`src/rtl/cam_pattern_tx.sv`:
```
// Camera-sensor emulator: drives PCLK/VSYNC/HREF and RGB565 bytes (high byte first)
// for QVGA-style frames of selectable test patterns.
module cam_pattern_tx #(
   parameter int unsigned PCLK_HALF = 1,
   parameter int unsigned H_ACT     = 320,
   parameter int unsigned H_BLANK   = 144,
   parameter int unsigned V_SYNC    = 3,
   parameter int unsigned V_BACK    = 17,
   parameter int unsigned V_ACT     = 240,
   parameter int unsigned V_FRONT   = 10
) (
   input  logic       CLK,
   input  logic       RST,
   input  logic       EN,
   input  logic [1:0] MODE,
   output logic       PCLK,
   output logic       CamVsync,
   output logic       CamHsync,
   output logic [7:0] CamData,
   output logic [7:0] FrameCount,
   output logic       Busy
);

   localparam int unsigned LINE    = 2 * H_ACT + H_BLANK;
   localparam int unsigned V_TOTAL = V_SYNC + V_BACK + V_ACT + V_FRONT;
   localparam int unsigned BAR_W   = H_ACT / 8;
   localparam int unsigned DIV_W   = (PCLK_HALF > 1) ? $clog2(PCLK_HALF) : 1;
   localparam int unsigned BC_W    = $clog2(LINE);
   localparam int unsigned LN_W    = $clog2(V_TOTAL);

   localparam logic [DIV_W-1:0] DIV_LAST  = DIV_W'(PCLK_HALF - 1);
   localparam logic [BC_W-1:0]  BC_LAST   = BC_W'(LINE - 1);
   localparam logic [BC_W-1:0]  H_END     = BC_W'(2 * H_ACT);
   localparam logic [LN_W-1:0]  LN_LAST   = LN_W'(V_TOTAL - 1);
   localparam logic [LN_W-1:0]  BACK_LN   = LN_W'(V_SYNC);
   localparam logic [LN_W-1:0]  ACT_LN    = LN_W'(V_SYNC + V_BACK);
   localparam logic [LN_W-1:0]  FRONT_LN  = LN_W'(V_SYNC + V_BACK + V_ACT);

   typedef enum logic [2:0] {StIdle, StVsync, StVback, StActive, StVfront} state_e;

   state_e            state_q, state_d;
   logic [DIV_W-1:0]  div_q, div_d;
   logic              pclk_q, pclk_d;
   logic [BC_W-1:0]   bc_q, bc_d;
   logic [LN_W-1:0]   ln_q, ln_d;
   logic [1:0]        mode_q, mode_d;
   logic [5:0]        fid_q, fid_d;
   logic [7:0]        fc_q, fc_d;
   logic              busy_q, busy_d;
   logic              vsync_q, vsync_d;
   logic              hsync_q, hsync_d;
   logic [7:0]        data_q, data_d;
   logic              fall_tick;
   logic              start;
   logic [15:0]       pix;

   function automatic logic [15:0] pattern_pix(input logic [1:0]  mode,
                                               input logic [15:0] x,
                                               input logic [15:0] y,
                                               input logic [5:0]  fid);
      logic [15:0] bar;
      bar = x / 16'(BAR_W);
      pattern_pix = 16'h0000;
      case (mode)
         2'd0: begin
            case (bar)
               16'd0:   pattern_pix = 16'hFFFF;
               16'd1:   pattern_pix = 16'hFFE0;
               16'd2:   pattern_pix = 16'h07FF;
               16'd3:   pattern_pix = 16'h07E0;
               16'd4:   pattern_pix = 16'hF81F;
               16'd5:   pattern_pix = 16'hF800;
               16'd6:   pattern_pix = 16'h001F;
               default: pattern_pix = 16'h0000;
            endcase
         end
         2'd1:    pattern_pix = {x[7:3], x[7:2], x[7:3]};
         2'd2:    pattern_pix = (((x ^ y) & 16'h0010) != 16'h0000) ? 16'hFFFF : 16'h0000;
         default: pattern_pix = {5'h00, fid, 5'h00};
      endcase
   endfunction

   assign fall_tick = pclk_q && (div_q == DIV_LAST);

   always_comb begin
      state_d = state_q;
      div_d   = div_q;
      pclk_d  = pclk_q;
      bc_d    = bc_q;
      ln_d    = ln_q;
      mode_d  = mode_q;
      fid_d   = fid_q;
      fc_d    = fc_q;
      busy_d  = busy_q;
      vsync_d = vsync_q;
      hsync_d = hsync_q;
      data_d  = data_q;
      start   = 1'b0;
      pix     = 16'h0000;

      if (div_q == DIV_LAST) begin
         div_d  = '0;
         pclk_d = ~pclk_q;
      end else begin
         div_d = div_q + 1'b1;
      end

      // Everything visible on the camera bus moves only when PCLK falls.
      if (fall_tick) begin
         if (state_q == StIdle) begin
            start = EN;
         end else begin
            if (bc_q == BC_LAST) begin
               bc_d = '0;
               if (ln_q == LN_LAST) begin
                  ln_d  = '0;
                  fc_d  = fc_q + 8'd1;
                  start = EN;
                  if (!EN) begin
                     state_d = StIdle;
                     busy_d  = 1'b0;
                  end
               end else begin
                  ln_d = ln_q + 1'b1;
               end
            end else begin
               bc_d = bc_q + 1'b1;
            end
            if (state_d != StIdle) begin
               if (ln_d < BACK_LN)       state_d = StVsync;
               else if (ln_d < ACT_LN)   state_d = StVback;
               else if (ln_d < FRONT_LN) state_d = StActive;
               else                      state_d = StVfront;
            end
         end

         if (start) begin
            state_d = StVsync;
            mode_d  = MODE;
            fid_d   = fc_d[5:0];
            busy_d  = 1'b1;
            bc_d    = '0;
            ln_d    = '0;
         end

         pix     = pattern_pix(mode_d, 16'(bc_d >> 1), 16'(ln_d) - 16'(ACT_LN), fid_d);
         vsync_d = (state_d == StVsync);
         hsync_d = (state_d == StActive) && (bc_d < H_END);
         data_d  = hsync_d ? (bc_d[0] ? pix[7:0] : pix[15:8]) : 8'h00;
      end
   end

   always_ff @(posedge CLK) begin
      if (RST) begin
         state_q <= StIdle;
         div_q   <= '0;
         pclk_q  <= 1'b0;
         bc_q    <= '0;
         ln_q    <= '0;
         mode_q  <= 2'd0;
         fid_q   <= 6'd0;
         fc_q    <= 8'd0;
         busy_q  <= 1'b0;
         vsync_q <= 1'b0;
         hsync_q <= 1'b0;
         data_q  <= 8'h00;
      end else begin
         state_q <= state_d;
         div_q   <= div_d;
         pclk_q  <= pclk_d;
         bc_q    <= bc_d;
         ln_q    <= ln_d;
         mode_q  <= mode_d;
         fid_q   <= fid_d;
         fc_q    <= fc_d;
         busy_q  <= busy_d;
         vsync_q <= vsync_d;
         hsync_q <= hsync_d;
         data_q  <= data_d;
      end
   end

   assign PCLK       = pclk_q;
   assign CamVsync   = vsync_q;
   assign CamHsync   = hsync_q;
   assign CamData    = data_q;
   assign FrameCount = fc_q;
   assign Busy       = busy_q;

endmodule

```
`config.mk`:
```
export PLATFORM = sky130hd
export DESIGN_NAME = cam_pattern_tx
export DESIGN_NICKNAME = d
export VERILOG_FILES = /design/src/rtl/cam_pattern_tx.sv
export SDC_FILE = /design/constraint.sdc
export NUM_CORES = 1
export LEC_CHECK = 0
export ABC_AREA = 1
export BUFFER_PORTS_ARGS = -buffer_cell sky130_fd_sc_hd__buf_4
export CORE_ASPECT_RATIO = 1.1
export CORE_MARGIN = 2
export CORE_UTILIZATION = 30
export CTS_CLUSTER_DIAMETER = 150
export CTS_CLUSTER_SIZE = 16
export DETAILED_ROUTE_END_ITERATION = 8
export GPL_ROUTABILITY_DRIVEN = 0
export SKIP_LAST_GASP = 1
export SYNTH_ARGS = -nofsm -noshare
export SYNTH_HDL_FRONTEND = slang
export SYNTH_SLANG_ARGS = --single-unit
```
`constraint.sdc`:
```
create_clock -name CLK -period 2.31 [get_ports CLK]
set_input_delay 0.3465 -clock CLK [delete_from_list [all_inputs] [get_ports CLK]]
set_output_delay 0.3465 -clock CLK [all_outputs]
set_load 0.05 [all_outputs]
```
==> summary.log, run 1 <==
[final_layout] fraction of final layout cells with drive strength greater than 1 35.1%
[sta] post-layout worst setup margin -363 ps
[synth] Top FF cell, synth dfxtp_1
[setup_path] worst reg2reg path startpoint bc_q[0]$_SDFFE_PP0P_
[global_routing] largest net degree at the start of global routing 19
[synth] largest cells by area after synthesis dfxtp_1 (32%), nand2_1 (14%), inv_1 (7.5%)
[final_layout] post-synthesis to final-layout area growth 45.4%
[synth] flip-flop and latch count after synthesis 51
[final_layout] Filler Cells Inserted 1034
[hold_path] launch point of the worst hold path RST
[final_layout] final instance count without filler cells 747
[hold_path] Cells on Worst Hold Path 2
[synth] yosys warns 0
[sta] relative max-transition margin 56.7%
[sta] Setup Skew 6.34 ps
[status] failing checks setup timing
[final_layout] Register Area 1030 sq um
[hold_path] Hold Path Class in2reg
[synth] number of distinct standard cells referenced by the synthesized netlist 43
[clocking] clock latency at the later pin of the worst-skew pair 290 ps
[synth] total nets after synthesis 497
[power_and_ir_drop] Reg power frac 44.6%
[setup_path] Worst Path Required 2550 ps
[sta] max frequency 374 MHz
[floorplan] number of ports placed on the die boundary 25
[final_layout] count of antenna diodes in the layout 0
[synth] portion of netlist area occupied by mux cells 0%
[sta] Tcrit/Tclk final 116%
[final_layout] multi-input combinational cell area 2090 sq um
[floorplan] die span in x 102 um
[clocking] largest buffer count on any clock path 2
[detailed_routing] Final ANT Viol Nets 0
[detailed_routing] average wire per cell in the routed design 12.9 um
[setup_path] element type at the critical path end register
[floorplan] vertical die dimension 112 um
[global_routing] Overall Global Routing Usage 17.1%
[synth] sequential element share of the synthesized area 32.0%
[synth] number of flops mapped to enable cells by yosys 0
[placement] count of buffers from port buffering 24
[setup_path] count of cells along the worst register-to-register path 18
[clocking] TritonCTS clock tree yes
[synth] Simple-Gate Fraction of Synth Area 37.1%
[detailed_routing] total DRC errors in the routed layout 0
[power_and_ir_drop] Cell Int Power 1.50 mW
[floorplan] Std-Cell Core Area 10400 sq um
[synth] post-synthesis xor/xnor area fraction 3.30%
[synth] proportion of netlist area held by the largest area contributor 32.0%
[synth] number of standard cells after synthesis 488
[final_layout] final-stage net count 613
[placement] total placed cells including tap cells 726
[hold_path] destination of the worst hold path Busy$_SDFFE_PP0P_
[floorplan] Row Count 39
[sta] post-layout min period 2670 ps
[clocking] number of clock sinks 51
[global_routing] vias in the first global route 3509
[sta] Hold Vio Cnt, Final 0
[global_routing] number of antenna violations at the first check in global routing 0
[clocking] Reg clk slew, reported paths 70 ps
[clocking] total of hold buffers inserted after clock tree synthesis 0
[global_routing] total global routing overflow 0
[power_and_ir_drop] part of the power in combinational logic 13.3%
[sta] Slew @ Worst Pin 646 ps
[clocking] CTS root buffer clkbuf_16
[synth] combinational family with the most area after synthesis simple AND/OR/NAND/NOR gates
[floorplan] initial cell density of the core 30.7%
[synth] mean area per synthesized cell 6.54 sq um
[setup_path] CP arrival 2910 ps
[status] run status complete, but fails checks
[floorplan] full die area 11500 sq um
[sta] Final Setup Violations 11
[detailed_routing] detailed-route via count 3534
[global_routing] first-pass GRT wire length 15900 um
[synth] area of the mapped netlist 3190 sq um
[setup_path] flop-to-flop setup slack -360 ps
[detailed_routing] total length of routed wires 9650 um
[setup_path] endpoint of the lowest-slack register-to-register path CamData[4]$_SDFFE_PP0P_
[synth] area fraction in compound gates after synthesis 15.8%
[power_and_ir_drop] P per Cell Area 432 nW/um^2
[synth] most frequent cell after synthesis nand2_1
[power_and_ir_drop] clock share of power 42.1%
[power_and_ir_drop] leakage power 2.11 nW
[sta] Pins Over Slew Limit 0
[setup_path] CP Launch Type register
[synth] cell accounting for the most synthesized area dfxtp_1
[setup_path] maximum fanout count along the critical path 6
[synth] proportion of register bits with asynchronous set or reset after synthesis 0%
[final_layout] final core occ 44.6%
[sta] setup repair after global routing missed its margin true
[synth] most common library cells after synthesis nand2_1 (121), inv_1 (64), dfxtp_1 (51), nand3_1 (39), nor2_1 (32)
[clocking] Num CTS Buffers 5
[detailed_routing] DR pass1 iterations 5
[placement] HPWL after detailed placement 7110 um
[detailed_routing] vias per std cell 4.73
[power_and_ir_drop] switching power share of the total 25.3%
[power_and_ir_drop] Switching Power 0.507 mW
[detailed_routing] Initial DRC Count 166
[run] number of violations of the max-capacitance limit 0
[clocking] number of levels the H-tree was split into 2
[synth] synthesized-area fraction occupied by adder cells 1.57%
[power_and_ir_drop] maximum vdd ir drop 314 uV
[setup_path] WS Path Type reg2reg
## sequential cells by signal, indices dropped and copies added, names as in the netlist
register	cells
mode_q	2
FrameCount	8
CamVsync	1
bc_q	10
PCLK	1
ln_q	9
state_q	3
fid_q	6
Busy	1
div_q	1
CamHsync	1
CamData	8
## cell type report
| type | count | share of cell area (%) |
|---|---|---|
| Tap cell | 143 | 3.86 |
| Sequential cell | 51 | 22.1 |
| Clock buffer | 5 | 2.70 |
| Inverter | 75 | 6.34 |
| Clock inverter | 2 | 0.809 |
| Multi-Input combinational cell | 354 | 45.1 |
| Timing Repair Buffer | 117 | 19.1 |
## critical path, stage by stage, from the launching register on
cell	delay (ps)
dfxtp_2	350
ha_4	150
nand2_4	50
nor2_4	130
inv_2	70
nor2_8	150
nand2_2	100
nor2_4	140
xor2_1	230
inv_1	90
nor3_2	170
nand2_1	70
nand2_1	100
nand4_1	180
nor2_4	170
nand3_2	110
a31oi_1	190
nand2_1	80
nand2_1	60
## per-stage QoR
step | worst slack [ps] | TNS, ps | area (sq um) | total power [mW] | hold WS, ps
4_1_cts | -198 | -1710 | 4420 | 1.99 | 330
3_3_place_gp | -166 | -1210 | 4140 | 1.14 | 422
6_report | -363 | -2610 | 4640 | 2.01 | 326
3_5_place_dp | -211 | -1740 | 4140 | 1.14 | 425
2_1_floorplan | -17.3 | -86.6 | 3220 | 1.05 | 413
5_1_grt | -484 | -4820 | 4640 | 2.07 | 344
## power groups by stage
stage | clock network [mW] | registers [mW] | logic (mW)
detailed placement | 0 | 0.915 | 0.229
global route | 0.888 | 0.895 | 0.290
CTS | 0.855 | 0.894 | 0.238
global placement | 0 | 0.914 | 0.227
finish | 0.845 | 0.894 | 0.266
floorplan | 0 | 0.924 | 0.128
## timing repair
action	4_1_cts	5_1_grt
pin swaps	16	25
gates resized for setup	14	43
buffers inserted	8	6
endpoints found under the setup margin	11	14
endpoints found under the hold margin	0	0
## worst max path at each step
stage / start / endpoint / depth (start not counted)
final: bc_q[0]$_SDFFE_PP0P_ / CamData[4]$_SDFFE_PP0P_ / 18
after global routing: bc_q[0]$_SDFFE_PP0P_ / CamData[2]$_SDFFE_PP0P_ / 26
after CTS: bc_q[1]$_SDFFE_PP0P_ / CamData[1]$_SDFFE_PP0P_ / 26
after detailed placement: ln_q[0]$_SDFFE_PP0P_ / CamData[4]$_SDFFE_PP0P_ / 26
after global placement: ln_q[1]$_SDFFE_PP0P_ / CamData[6]$_SDFFE_PP0P_ / 23
after floorplan: ln_q[1]$_SDFFE_PP0P_ / CamData[3]$_SDFFE_PP0P_ / 26
## per-layer routing
| layer | up-vias | share of wire [%] | GRT usage [%] |
|---|---|---|---|
| met3 | 10 | 3.3 | 2.68 |
| met2 | 67 | 50 | 30.5 |
| li1 | 1832 | - | - |
| met4 | 0 | 1.1 | 3.91 |
| met5 | - | 0 | 0 |
| met1 | 1625 | 45 | 21.4 |
## cells by family after synthesis
logic type | count (synthesis)
simple gates | 248
compound gates | 89
other cells | 1
flops | 51
fa+ha+maj | 4
buf+inv | 83
xor+xnor | 12
## cell usage in the layout (no fill, tap or decap), drive strengths merged, types with 3 or more instances in the layout
| master | netlist | routed |
|---|---|---|
| nand2 | 137 | 137 |
| buf | 4 | 117 |
| inv | 73 | 73 |
| dfxtp | 51 | 51 |
| nand3 | 44 | 44 |
| nor2 | 44 | 44 |
| o21ai | 37 | 37 |
| a21oi | 22 | 22 |
| o22ai | 15 | 15 |
| xor2 | 10 | 10 |
| nand4 | 9 | 9 |
| nor3 | 7 | 7 |
| a31oi | 5 | 5 |
| clkbuf | 4 | 5 |
| ha | 4 | 4 |
| nand3b | 3 | 3 |
No activity file was read; power rests on OpenSTA's default activity.
==> run 2, diff against run 1 <==
--- a/config.mk
+++ b/config.mk
@@ -5,7 +5,6 @@
 export SDC_FILE = /design/constraint.sdc
 export NUM_CORES = 1
 export LEC_CHECK = 0
-export ABC_AREA = 1
 export BUFFER_PORTS_ARGS = -buffer_cell sky130_fd_sc_hd__buf_4
 export CORE_ASPECT_RATIO = 1.1
 export CORE_MARGIN = 2
==> run 2 against run 1 <==
  * The flow still finishes with violations (setup timing)
  * Sequential power up 1%
  * Hold slack better by 7.5 ps
  * Cell count down 1.1%
  * Die area up 10%
  * Maximum frequency down 3.8%
  * Worst setup slack worse by 110 ps
  * Synthesized cell count down 7.6%
  * Critical endpoint is now CamData[6]$_SDFFE_PP0P_
==> summary.log, run 2 <==
[floorplan] Row Count 41
[global_routing] largest net degree at the start of global routing 22
[detailed_routing] total length of routed wires 11400 um
[sta] Tcrit/Tclk final 120%
[global_routing] first-pass GRT wire length 18700 um
[floorplan] die span in x 108 um
[sta] post-layout worst setup margin -469 ps
[final_layout] largest registers bc_q (10), ln_q (9)
[global_routing] number of antenna violations at the first check in global routing 0
[setup_path] endpoint of the lowest-slack register-to-register path CamData[6]$_SDFFE_PP0P_
[sta] relative max-transition margin 49.1%
[synth] flip-flop and latch count after synthesis 51
[synth] total nets after synthesis 460
[clocking] TritonCTS clock tree yes
[final_layout] final instance count without filler cells 739
[synth] number of distinct standard cells referenced by the synthesized netlist 77
[final_layout] Filler Cells Inserted 1096
[setup_path] WS Path Type reg2reg
[synth] proportion of netlist area held by the largest area contributor 28.9%
[sta] post-layout min period 2780 ps
[synth] combinational family with the most area after synthesis simple AND/OR/NAND/NOR gates
[placement] pre-CTS setup slack -575 ps
[hold_path] destination of the worst hold path mode_q[1]$_SDFFE_PP0P_
[final_layout] Register Area 1030 sq um
[synth] number of standard cells after synthesis 451
[synth] synthesized-area fraction occupied by adder cells 1.42%
[detailed_routing] Initial DRC Count 216
[detailed_routing] average wire per cell in the routed design 15.5 um
[final_layout] commonest cells after routing, fill and taps aside buf_4 (146), nand2_1 (47), nor2_1 (47)
[setup_path] maximum cell stage delay along the critical path 570 ps
[floorplan] Std-Cell Core Area 11500 sq um
[detailed_routing] detailed-route via count 4000
[status] run status complete, but fails checks
[floorplan] full die area 12700 sq um
[placement] total placed cells including tap cells 716
[hold_path] Hold Path Class in2reg
[synth] proportion of register bits with asynchronous set or reset after synthesis 0%
[clocking] Num CTS Buffers 5
[setup_path] count of cells along the worst register-to-register path 12
[setup_path] maximum fanout count along the critical path 6
[global_routing] vias in the first global route 3914
[floorplan] number of ports placed on the die boundary 25
[power_and_ir_drop] post-layout power 2.03 mW
[synth] mean area per synthesized cell 7.84 sq um
[final_layout] multi-input combinational cell area 2810 sq um
[clocking] number of clock sinks 51
[global_routing] total global routing overflow 0
[global_routing] Overall Global Routing Usage 17.7%
[hold_path] Cells on Worst Hold Path 3
[clocking] number of levels the H-tree was split into 2
[sta] Pins Over Slew Limit 0
[detailed_routing] Final ANT Viol Nets 0
[power_and_ir_drop] leakage power 2.00 nW
[setup_path] library cell contributing the largest single delay on the critical path or4_4
[hold_path] launch point of the worst hold path MODE[1]
[synth] sequential element share of the synthesized area 28.9%
[final_layout] final-stage net count 597
[status] failing checks setup timing
[setup_path] Worst Path Required 2490 ps
[floorplan] vertical die dimension 118 um
[placement] count of buffers from port buffering 24
[setup_path] worst reg2reg path startpoint bc_q[5]$_SDFFE_PP0P_
[synth] portion of netlist area occupied by mux cells 0.849%
[clocking] total of hold buffers inserted after clock tree synthesis 0
[final_layout] most common cell after layout, fill and taps aside buf_4
[floorplan] initial cell density of the core 30.8%
[clocking] Reg clk slew, reported paths 70 ps
[sta] Slew @ Worst Pin 760 ps
[power_and_ir_drop] maximum vdd ir drop 386 uV
[clocking] CTS root buffer clkbuf_16
[power_and_ir_drop] P per Cell Area 372 nW/um^2
[synth] number of flops mapped to enable cells by yosys 0
[final_layout] post-synthesis to final-layout area growth 54.5%
[setup_path] flop-to-flop setup slack -470 ps
[synth] most common library cells after synthesis nor2_1 (55), nand2_1 (52), dfxtp_1 (51), a21oi_1 (26), clkbuf_1 (18)
[run] number of violations of the max-capacitance limit 0
[placement] HPWL after detailed placement 8390 um
[final_layout] count of antenna diodes in the layout 0
[synth] largest cells by area after synthesis dfxtp_1 (29%), nor2_1 (5.8%), nand2_1 (5.5%)
[synth] yosys warns 0
[setup_path] element type at the critical path end register
[sta] setup repair after global routing missed its margin true
[clocking] largest buffer count on any clock path 2
[detailed_routing] total DRC errors in the routed layout 0
[final_layout] number of flip-flops in the largest register 10
[clocking] clock latency at the later pin of the worst-skew pair 300 ps
[detailed_routing] DR pass1 iterations 5
[sta] Setup Skew 9.96 ps
[final_layout] fraction of final layout cells with drive strength greater than 1 45.0%
[synth] Top FF cell, synth dfxtp_1
[sta] Hold Vio Cnt, Final 0
[sta] Final Setup Violations 12
[sta] max frequency 360 MHz
[synth] cell accounting for the most synthesized area dfxtp_1
[synth] Simple-Gate Fraction of Synth Area 32.5%
[final_layout] final core occ 47.6%
[synth] area fraction in compound gates after synthesis 26.1%
[detailed_routing] vias per std cell 5.41
[setup_path] CP arrival 2960 ps
[setup_path] sequence of cells on the critical path or4_4 > nor3_4 > buf_6 > buf_6 > o21ai_2 > or4_4 > nand4_4 > nor4_4 > buf_4 > clkbuf_16 > o2111ai_2 > nand3_1
[synth] post-synthesis xor/xnor area fraction 5.38%
[setup_path] CP Launch Type register
[synth] most frequent cell after synthesis nor2_1
[synth] area of the mapped netlist 3540 sq um
[final_layout] Biggest register bc_q
[run 2: cells by family after synthesis]
kind of cell / count (synthesis)
flops: 51
xor+xnor: 20
fa+ha+maj: 4
simple gates: 208
buf+inv: 36
mux: 3
other cells: 1
compound gates: 128
[run 2: area by class of cell]
type	instances	share of cell area, %
multi-input cells	364	51.4
repair buffers	158	22.9
flip-flops and latches	51	18.9
well taps	150	3.43
clock buffers	5	2.29
inverters	8	0.550
clock inverters	3	0.481
[run 2: metrics by stage]
stage	instance area, sq um	setup TNS, ps	hold slack [ps]
2_1_floorplan	3630	-2620	472
3_3_place_gp	4760	-4640	438
3_5_place_dp	4760	-6200	446
4_1_cts	5030	-5620	335
5_1_grt	5460	-6420	342
6_report	5460	-4820	334
[run 2: layer usage]
layer	vias up	global-route usage (%)	routed length [um]
li1	1965	-	-
met5	-	0	0
met3	16	2.38	379
met1	1927	22.4	5130
met2	92	31.1	5740
met4	0	4.89	198
[run 2: critical path, delay by kind of cell, from the launching register on]
family / cells / cell delay [ps]
AND/OR/NAND/NOR: 6 / 1630
AO/OA/AOI/OAI: 2 / 120
buffers and inverters: 4 / 600
flip-flops: 1 / 320
[run 2: timing repair]
item / in CTS / in global routing
gates resized for setup: 15 / 81
cloned: 1 / 1
endpoints found under the setup margin: 21 / 26
pin swaps: 0 / 43
buffers inserted: 7 / 13
[run 2: report_power, final]
| group | switching [mW] | internal, mW |
|---|---|---|
| Combinational | 0.199 | 0.144 |
| Sequential | 0.0122 | 0.891 |
| Clock | 0.372 | 0.413 |
| Total | 0.583 | 1.45 |
[run 2: worst max path at each step]
stage                              end                 start  slack [ps]  cells after the start
5_1_grt        CamData[4]$_SDFFE_PP0P_  bc_q[5]$_SDFFE_PP0P_        -560                     12
3_5_place_dp   CamData[2]$_SDFFE_PP0P_  bc_q[6]$_SDFFE_PP0P_        -580                     11
3_3_place_gp   CamData[5]$_SDFFE_PP0P_  bc_q[6]$_SDFFE_PP0P_        -470                     10
4_1_cts        CamData[2]$_SDFFE_PP0P_  bc_q[6]$_SDFFE_PP0P_        -450                     11
2_1_floorplan  CamData[4]$_SDFFE_PP0P_  bc_q[6]$_SDFFE_PP0P_        -300                     10
6_report       CamData[6]$_SDFFE_PP0P_  bc_q[5]$_SDFFE_PP0P_        -470                     12
